**src/rtl/sobel_window_ctrl.sv**
```systemverilog
// Frame-scan controller for a 3x3 Sobel line buffer: walks a ROWS x COLS raster,
// drives buffer clear/shift and flags each complete window with its centre pixel.
module sobel_window_ctrl #(
  parameter int unsigned ROWS = 480,
  parameter int unsigned COLS = 640
) (
  input  logic        clk,
  input  logic        rst,
  input  logic        start_i,
  input  logic        abort_i,
  input  logic        pix_valid_i,
  output logic        pix_ready_o,
  output logic        buf_clr_o,
  output logic        buf_en_o,
  output logic        win_valid_o,
  output logic [15:0] center_row_o,
  output logic [15:0] center_col_o,
  output logic        busy_o,
  output logic        frame_done_o
);

  typedef enum logic [1:0] {
    IDLE  = 2'd0,
    CLEAR = 2'd1,
    RUN   = 2'd2,
    DONE  = 2'd3
  } state_t;

  localparam logic [15:0] ROW_LAST = 16'(ROWS - 1);
  localparam logic [15:0] COL_LAST = 16'(COLS - 1);

  state_t      state;
  state_t      state_nxt;
  logic [15:0] row;
  logic [15:0] col;
  logic        accept;
  logic        last_col;
  logic        last_pix;
  logic        win_hit;

  // Status outputs decode straight from the state register, so an asynchronous
  // reset drops them all to zero without waiting for a clock edge.
  assign pix_ready_o  = (state == RUN);
  assign buf_clr_o    = (state == CLEAR);
  assign busy_o       = (state != IDLE);
  assign frame_done_o = (state == DONE);
  assign accept       = pix_valid_i & pix_ready_o;
  assign buf_en_o     = accept;

  assign last_col = (col == COL_LAST);
  assign last_pix = last_col && (row == ROW_LAST);
  assign win_hit  = accept && !abort_i && (row >= 16'd2) && (col >= 16'd2);

  // NOTE: state_nxt is defaulted before the case so no path leaves it unassigned,
  // which would otherwise infer a latch.
  always_comb begin
    state_nxt = state;
    if (abort_i) begin
      state_nxt = IDLE;
    end else begin
      unique case (state)
        IDLE:    if (start_i) state_nxt = CLEAR;
        CLEAR:   state_nxt = RUN;
        RUN:     if (accept && last_pix) state_nxt = DONE;
        DONE:    state_nxt = IDLE;
        default: state_nxt = IDLE;
      endcase
    end
  end

  // NOTE: all sequential state uses non-blocking assignments so every register
  // samples pre-edge values, independent of process evaluation order.
  always_ff @(posedge clk or negedge rst) begin
    if (!rst) state <= IDLE;
    else      state <= state_nxt;
  end

  always_ff @(posedge clk or negedge rst) begin
    if (!rst) begin
      row <= '0;
      col <= '0;
    end else if (abort_i || state == CLEAR) begin
      row <= '0;
      col <= '0;
    end else if (accept) begin
      if (last_col) begin
        col <= '0;
        row <= (row == ROW_LAST) ? 16'd0 : row + 16'd1;
      end else begin
        col <= col + 16'd1;
      end
    end
  end

  // The window at the buffer output is centred one row and one column behind
  // the pixel just shifted in.
  always_ff @(posedge clk or negedge rst) begin
    if (!rst) begin
      win_valid_o  <= 1'b0;
      center_row_o <= '0;
      center_col_o <= '0;
    end else begin
      win_valid_o <= win_hit;
      if (win_hit) begin
        center_row_o <= row - 16'd1;
        center_col_o <= col - 16'd1;
      end
    end
  end

endmodule

```
**config.mk**
```make
export PLATFORM = sky130hd
export DESIGN_NAME = sobel_window_ctrl
export DESIGN_NICKNAME = d
export VERILOG_FILES = /design/src/rtl/sobel_window_ctrl.sv
export SDC_FILE = /design/constraint.sdc
export NUM_CORES = 1
export LEC_CHECK = 0
export BUFFER_PORTS_ARGS = -buffer_cell sky130_fd_sc_hd__clkbuf_2
export CAP_MARGIN = 20
export CORE_UTILIZATION = 30
export DETAILED_ROUTE_END_ITERATION = 10
export HOLD_SLACK_MARGIN = 0.02
export PLACE_DENSITY_LB_ADDON = 0.3
export SETUP_SLACK_MARGIN = 0.3
export SLEW_MARGIN = 15
export SYNTH_ARGS = -nofsm -noshare
export SYNTH_HDL_FRONTEND = slang
export SYNTH_SLANG_ARGS = --single-unit
```
**constraint.sdc**
```tcl
create_clock -name clk -period 3.4 [get_ports clk]
set_input_delay 0 -clock clk [delete_from_list [all_inputs] [get_ports clk]]
set_output_delay 0 -clock clk [all_outputs]
set_load 0.01 [all_outputs]
```
==> results.cfg, run 1 <==
[run_status]
outcome = finished, final reports clean

[detailed_routing]
drt_iter0_drc = 194
via_per_inst = 4.94
wl_um = 8690
vias = 2957
dr.pass1.iters = 4
drc = 0
avgRoutedWirePerCell_um = 14.5
final_antenna_net_count = 0

[clock_tree]
post-cts-setup-buffers = 0
path_clk_slew_ns = 0.05
numCtsBuffers = 9
cts_root_buf = clkbuf_16
clock_latency_ns = 0.33
max-clock-path-buffers = 2
cts_sinks = 67
cts_resized = 0
cts_tree = done
h-tree-depth = 3
cts_hold_buf = 2

[place]
placed_cell_area_um2 = 4280
dp.cells = 580
gp_congestion = 0.823
pre_cts_slack_ns = 0.883
dpl.hpwl_um = 6220
place.port_buffers = 42

[sta]
slew_violations = 0
setup_ws_ns = 0.886
tightest_slew_ns = 0.744
hold_viol = 0
relSlewSlack_pct = 50.0
rsz0062_at_grt = false
fmax_mhz = 398
period_share_pct = 73.9
period_needed_ns = 2.51
fin_tns_setup_ns = 0
setup_viol = 0
fin_hold_ws_ns = 0.0745
finalClockSkew_ns = 0.00834

[pwr]
internal-power_mw = 1.53
irDropWorstVdd_uv = 248
powerDensity_nw_per_um2 = 455
power_switching_mw = 0.574
power_frac_seq_pct = 39.4
p_comb_share_pct = 17.3
leakagePower_nw = 2.14
power_mw = 2.10
swShare_pct = 27.3
pwr-share-clk_pct = 43.2

[global_route]
grt_start_max_net_pins = 43
grt_pass1_wl_um = 15100
grt_pass1_vias = 2899
grt_overflow = 0
grt_antenna_before_repair = 0
grt_usage_pct = 13.8

[final_layout]
insertedDiodeCount = 0
fin_area_um2 = 4610
drive_gt1_share_pct = 25.1
fillCellCount = 1290
stdcell_count = 599
layout.nets = 438
area_delta_synth_final_pct = 15.4
post-route-util_pct = 36.0

[setup_path]
worstPathCellList = or4_4, nor4_4, nor2_1, nand2_2, o31ai_1
critPathKind = reg2reg
cp.required_ns = 3.59
worstPathArrival_ns = 2.71
path_delay_family = simple AND/OR/NAND/NOR gates
slowest_stage = nor4_4
crit_path_start_kind = flop
worstSetupEndpointType = flop
worst-path-buf-inv = 0
max_stage_delay_ns = 0.71
crit_path_max_fanout = 14

[run]
cap_viol_max_count = 0

[floorplan]
ios = 43
placementRows = 41
die_w_um = 117
start_util_pct = 31.2
die_y_um = 117
core_area_um2 = 12800
die-area_um2 = 13800

[synthesis]
synth_edf_count = 0
synth_area_leaders = dfrtp_1 42%, mux2_4 6.8%, xor2_1 5.7%
synth_top_area_share_pct = 42.0
syn-num-nets = 406
async_flop_share_pct = 100
ys.flop_type = dfrtp_1
avgSynthCellArea_um2 = 10.2
synth_cell_types = 48
synthCells = 390
yosysMostFrequentCell = dfrtp_1
yosysWarnings = 0
ys_top_cells_by_count = 67 x dfrtp_1, 35 x nand2_1, 28 x nor2_1
synth_top_cell_by_area = dfrtp_1
synth_area_um2 = 4000
synth-seq-area-share_pct = 42.0
synth_seq_cells = 67

[hold_path]
min_path_type = in2async
## power groups by stage
stage / Clock (mW) / Sequential [mW] / Combinational (mW)
6_report: 0.908 / 0.828 / 0.364
5_1_grt: 0.966 / 0.832 / 0.409
4_1_cts: 0.934 / 0.828 / 0.366
3_5_place_dp: 0 / 0.841 / 0.363
3_3_place_gp: 0 / 0.841 / 0.351
2_1_floorplan: 0 / 0.837 / 0.244
## sequential cells by signal, indices dropped and copies added (netlist names)
signal / cells
center_col_o: 16
win_valid_o: 1
row: 16
center_row_o: 16
col: 16
state: 2
## final cells by class
type	instances	area (um^2)	share of cell area, %
clock buffers	14	254	5.51
clock inverters	2	35.0	0.759
inverters	11	41.3	0.895
multi-input cells	284	2110	45.8
flip-flops and latches	67	1680	36.3
well taps	172	215	4.67
repair buffers	49	280	6.08
## metal layers
| layer | share of wire [%] | vias up | global-route usage, % |
|---|---|---|---|
| met5 | 0 | - | 0 |
| met4 | 2.1 | 0 | 7.06 |
| met3 | 4.0 | 12 | 2.43 |
| met2 | 42 | 75 | 19.2 |
| met1 | 52 | 1430 | 20.0 |
| li1 | - | 1440 | - |
## cells by family (layout without fill, tap and decap cells)
family                     after synthesis  in the layout  share of synthesized area (%)
buffers and inverters                   39             76                           5.23
DFF                                     67             67                           42.0
muxes                                   37             37                           11.9
adders and majority gates               11             11                           3.44
xor gates and xnor gates                36             36                           7.89
and+or+nand+nor                        157            157                           22.7
AOI/OAI and AO/OA                       43             43                           6.83
## worst register-to-register path, delay by kind of cell, from the launching register on
family / cells / cell delay (ns)
compound gates: 1 / 0.09
flops: 1 / 0.48
simple gates: 4 / 1.83
## cell usage in the layout, fill, tap and decap left out, drive strengths merged, types with 4 or more instances in the layout
cell type / synthesis / final
dfrtp: 67 / 67
buf: 18 / 6
nand4: 13 / 13
xor2: 26 / 26
nand2: 36 / 36
o21ai: 22 / 22
nand3: 16 / 16
and4: 4 / 4
mux2i: 6 / 6
a31oi: 5 / 5
nor3: 24 / 24
a211oi: 4 / 4
clkbuf: 10 / 55
nor4: 10 / 10
o31ai: 4 / 4
xnor2: 10 / 10
or3: 5 / 5
mux2: 31 / 31
nor2: 28 / 28
inv: 11 / 11
ha: 11 / 11
## path summary, 6_finish.rpt
| path | startpoint | end | slack [ns] | cells past startpoint |
|---|---|---|---|---|
| max in group asynchronous | rst | center_col_o[10]$_DFFE_PN0P_ | 2.68 | 3 |
| worst min register to register | center_col_o[14]$_DFFE_PN0P_ | center_col_o[14]$_DFFE_PN0P_ | 0.50 | 1 |
| worst min-delay path | rst | row[2]$_DFFE_PN0P_ | 0.07 | 2 |
| min in group clk | start_i | state[1]$_DFFE_PN0P_ | 0.17 | 5 |
| worst max register to register | row[11]$_DFFE_PN0P_ | row[3]$_DFFE_PN0P_ | 0.89 | 5 |
| worst max-delay path | row[11]$_DFFE_PN0P_ | row[3]$_DFFE_PN0P_ | 0.89 | 5 |
(Power assumes the default switching activity.)
==> run 2, diff against run 1 <==
==> constraint.sdc (replaced) <==
create_clock -name clk -period 2.55 [get_ports clk]
set_input_delay 0 -clock clk [delete_from_list [all_inputs] [get_ports clk]]
set_output_delay 0 -clock clk [all_outputs]
set_load 0.01 [all_outputs]
==> run 2 against run 1 <==
Clock power increased by 22%. Design area increased by 3.3%. Via count increased by 3.1%. Sequential power increased by 33%. Critical endpoint is now state[0]$_DFFE_PN0P_. Largest cell class unchanged. Largest power group unchanged.
==> results.cfg, run 2 (synthesis results as in run 1) <==
[floorplan]
start_util_pct = 31.2
die_y_um = 117
die_w_um = 117
ios = 43
core_area_um2 = 12800
die-area_um2 = 13800
placementRows = 41

[setup_path]
cp.required_ns = 2.80
crit_path_start_kind = flop
reg2reg_from = row[10]$_DFFE_PN0P_
max_stage_delay_ns = 0.56
crit_path_max_fanout = 9
worstRegToRegCells = 6
worstPathCellList = or4_1, nor4_4, buf_4, and4bb_4, nor3_2, nor3_2
worstSetupEndpointType = flop
path_delay_family = simple AND/OR/NAND/NOR gates
worstPathArrival_ns = 2.38
ff2ff_setup_slack_ns = 0.42
slowest_stage = or4_1
rr_endpoint = state[0]$_DFFE_PN0P_
critPathKind = reg2reg
crit_top_cell = nor3_2
worst-path-buf-inv = 1

[global_route]
grt_pass1_wl_um = 16000
grt_usage_pct = 14.4
grt_overflow = 0
grt_antenna_before_repair = 0
grt_pass1_vias = 3073
grt_start_max_net_pins = 38

[clock_tree]
cts_tree = done
cts_root_buf = clkbuf_16
cts_sinks = 67
path_clk_slew_ns = 0.06
h-tree-depth = 3
numCtsBuffers = 9
max-clock-path-buffers = 2
clock_latency_ns = 0.33

[hold_path]
min_path_type = in2reg
hold_path_startpoint = abort_i
whs_endpoint = state[0]$_DFFE_PN0P_
worstHoldPathCells = 2

[sta]
setup_ws_ns = 0.417
finalClockSkew_ns = 0.00776
setup_viol = 0
fin_hold_ws_ns = 0.0232
tightest_slew_ns = 0.733
period_share_pct = 83.6
rsz0062_at_grt = true
slew_violations = 0
fmax_mhz = 469
relSlewSlack_pct = 51.1
period_needed_ns = 2.13
fin_tns_setup_ns = 0
hold_viol = 0

[detailed_routing]
wl_um = 9120
via_per_inst = 4.94
final_antenna_net_count = 0
dr.pass1.iters = 4
avgRoutedWirePerCell_um = 14.8
drt_iter0_drc = 192
drc = 0
vias = 3049

[final_layout]
layout.nets = 457
mostFrequentLayoutCell = dfrtp_1
stdcell_count = 617
drive_gt1_share_pct = 29.9
area_delta_synth_final_pct = 19.2
insertedDiodeCount = 0
fin_area_um2 = 4760
post-route-util_pct = 37.2
final_cell_mix = 67 x dfrtp_1, 41 x clkbuf_2, 34 x nand2_1, 27 x nor2_1, 26 x xor2_1

[place]
gp_congestion = 0.816
dp.cells = 600
dpl.hpwl_um = 6690
place.port_buffers = 42
placed_cell_area_um2 = 4450
pre_cts_slack_ns = 0.260

[pwr]
power_mw = 2.72
irDropWorstVdd_uv = 334
leakagePower_nw = 2.24
powerDensity_nw_per_um2 = 572

[run]
cap_viol_max_count = 0

[run_status]
outcome = finished, final reports clean
==> run 2: cell count changes in the layout (fill, tap and decap cells not counted), sizes merged <==
| cell | previous run | this run |
|---|---|---|
| bufinv | 1 | 0 |
| clkbuf | 55 | 53 |
| dlygate4sd3 | 2 | 1 |
| clkinv | 1 | 3 |
| buf | 6 | 26 |
==> run 2: worst max path at each step <==
stage,startpoint,to,slack [ns],depth (start not counted)
2_1_floorplan,state[0]$_DFFE_PN0P_,center_row_o[10]$_DFFE_PN0P_,0.48,6
3_3_place_gp,state[0]$_DFFE_PN0P_,center_col_o[9]$_DFFE_PN0P_,0.30,6
3_5_place_dp,state[0]$_DFFE_PN0P_,center_col_o[7]$_DFFE_PN0P_,0.26,6
4_1_cts,row[13]$_DFFE_PN0P_,row[10]$_DFFE_PN0P_,0.31,6
5_1_grt,col[13]$_DFFE_PN0P_,row[5]$_DFFE_PN0P_,0.29,5
6_report,row[10]$_DFFE_PN0P_,state[0]$_DFFE_PN0P_,0.42,6
==> run 2: area by class of cell <==
cell class | instances | area [um^2]
clock buffer | 12 | 246
clock inverter | 3 | 15.0
fill | 1280 | 8060
inverter | 11 | 41.3
multi-input combinational | 284 | 2140
sequential | 67 | 1680
tap | 172 | 215
timing repair buffer | 68 | 433
==> run 2: what timing repair did <==
item                                    in CTS  in global routing
resized for setup                            3                  8
endpoints found under the hold margin       30                  0
hold buffers                                 1                  0
pin swaps                                    0                  1
endpoints found under the setup margin      30                 48
buffers inserted                             0                  1
==> run 2: metal layers <==
metal  track usage [%]  part of all wire [%]  vias up
li1                  -                     -     1487
met1              20.9                    51     1482
met2              21.2                    43       69
met3              2.63                   4.3       11
met4              5.36                   1.4        0
met5                 0                     0        -
==> run 2: report_power, final <==
part	total [mW]	leakage (nW)	internal (mW)	switching, mW
registers	1.10	0.924	1.08	0.0185
clock network	1.11	0.132	0.674	0.436
logic	0.515	1.18	0.186	0.329
total	2.72	2.24	1.94	0.783
==> run 3, diff against run 2 <==
==> constraint.sdc (replaced) <==
create_clock -name clk -period 2 [get_ports clk]
set_input_delay 0 -clock clk [delete_from_list [all_inputs] [get_ports clk]]
set_output_delay 0 -clock clk [all_outputs]
set_load 0.01 [all_outputs]
==> run 3 against run 2 <==
Sequential cell count stayed put. Critical path type unchanged. Design area is 16% higher. Clock skew is 0.00077 ns lower. Largest power group unchanged.
==> results.cfg, run 3 (synthesis results as in run 1) <==
[detailed_routing]
wl_um = 9910
drc = 0
final_antenna_net_count = 0
via_per_inst = 4.92
drt_iter0_drc = 119
vias = 3272
dr.pass1.iters = 4
avgRoutedWirePerCell_um = 14.9

[setup_path]
worstSetupEndpointType = flop
path_delay_family = simple AND/OR/NAND/NOR gates
worstPathArrival_ns = 2.18
worst-path-buf-inv = 0
crit_path_max_fanout = 3
critPathKind = reg2reg
reg2reg_from = col[6]$_DFFE_PN0P_
max_stage_delay_ns = 0.56
cp.required_ns = 2.21
ff2ff_setup_slack_ns = 0.03
rr_endpoint = center_col_o[14]$_DFFE_PN0P_
slowest_stage = or4b_4
worstRegToRegCells = 5
crit_path_start_kind = flop
worstPathCellList = nor4_4, or4b_4, nor3_4, xor2_1, mux2_4

[final_layout]
stdcell_count = 665
mostFrequentLayoutCell = dfrtp_1
area_delta_synth_final_pct = 38.7
drive_gt1_share_pct = 46.5
layout.nets = 504
final_cell_mix = 62 x dfrtp_1, 57 x buf_4, 41 x clkbuf_2, 31 x nand2_1, 25 x xor2_1
insertedDiodeCount = 0
fillCellCount = 1228

[place]
pre_cts_slack_ns = -0.0459
place.port_buffers = 42
gp_congestion = 0.832
dpl.hpwl_um = 7200
dp.cells = 635

[clock_tree]
path_clk_slew_ns = 0.06
max-clock-path-buffers = 2
h-tree-depth = 3
cts_sinks = 67
cts_root_buf = clkbuf_16
clock_latency_ns = 0.33
cts_tree = done
numCtsBuffers = 9

[run_status]
outcome = finished, final reports clean

[sta]
fmax_mhz = 509
setup_ws_ns = 0.0343
period_needed_ns = 1.97
setup_viol = 0
slew_violations = 0
rsz0062_at_grt = true
tightest_slew_ns = 0.560
relSlewSlack_pct = 62.6
finalClockSkew_ns = 0.00699
period_share_pct = 98.3
hold_viol = 0

[pwr]
irDropWorstVdd_uv = 471
powerDensity_nw_per_um2 = 687
leakagePower_nw = 2.58

[floorplan]
start_util_pct = 31.2
ios = 43
die-area_um2 = 13800
die_w_um = 117
placementRows = 41
core_area_um2 = 12800
die_y_um = 117

[global_route]
grt_start_max_net_pins = 24
grt_pass1_wl_um = 17200
grt_usage_pct = 15.7
grt_antenna_before_repair = 0
grt_overflow = 0
grt_pass1_vias = 3330

[run]
cap_viol_max_count = 0

[hold_path]
worstHoldPathCells = 2
min_path_type = in2reg
whs_endpoint = state[0]$_DFFE_PN0P_
hold_path_startpoint = abort_i
[run 3: power by group]
group          leakage [nW]  internal, mW  total [mW]  switching (mW)
Sequential            0.916          1.38        1.40          0.0252
Combinational          1.53         0.424       0.953           0.529
Clock                 0.137         0.903        1.45           0.549
Total                  2.58          2.71        3.81            1.10
[run 3: area by class of cell]
class	count	area (um^2)	area share (%)
Clock inverter	2	10.0	0.181
Sequential cell	67	1680	30.4
Clock buffer	14	264	4.76
Multi-Input combinational cell	284	2440	44.0
Tap cell	172	215	3.88
Timing Repair Buffer	115	891	16.1
Inverter	11	41.3	0.745
[run 3: timing repair]
action,in CTS,in global routing
pin swaps,19,18
gates resized for setup,46,29
setup buffers,8,3
endpoints found under the hold margin,20,0
cloned,1,1
hold buffers,1,0
endpoints found under the setup margin,65,67
[run 3: how the worst max path moves through the flow]
stage / start / slack [ns] / depth (start not counted) / endpoint
after floorplan: row[11]$_DFFE_PN0P_ / 0.07 / 6 / center_col_o[0]$_DFFE_PN0P_
after global placement: col[10]$_DFFE_PN0P_ / 0.03 / 5 / row[5]$_DFFE_PN0P_
after detailed placement: col[7]$_DFFE_PN0P_ / -0.05 / 6 / center_col_o[15]$_DFFE_PN0P_
after CTS: col[9]$_DFFE_PN0P_ / 0.008 / 5 / center_col_o[15]$_DFFE_PN0P_
after global routing: row[14]$_DFFE_PN0P_ / -0.04 / 5 / center_col_o[5]$_DFFE_PN0P_
final: col[6]$_DFFE_PN0P_ / 0.03 / 5 / center_col_o[14]$_DFFE_PN0P_
[run 3: per-layer routing]
| metal | track usage [%] | share of wire (%) |
|---|---|---|
| met2 | 24.2 | 46 |
| met4 | 7.22 | 1.9 |
| met1 | 21.6 | 49 |
| met3 | 2.43 | 3.7 |
| met5 | 0 | 0 |
[run 3: through the flow]
stage | hold WS, ns | cell area [um^2] | power, mW | setup TNS (ns) | util [%]
after global routing | 0.0511 | 5540 | 3.99 | -0.639 | 43.2
after CTS | 0.0212 | 5370 | 3.80 | 0 | 41.8
after detailed placement | 0.0286 | 4810 | 2.18 | -0.827 | 37.5
after floorplan | -0.296 | 4090 | 1.91 | 0 | -
final | 0.0232 | 5540 | 3.81 | 0 | 43.2
after global placement | 0.0152 | 4810 | 2.17 | 0 | 37.5
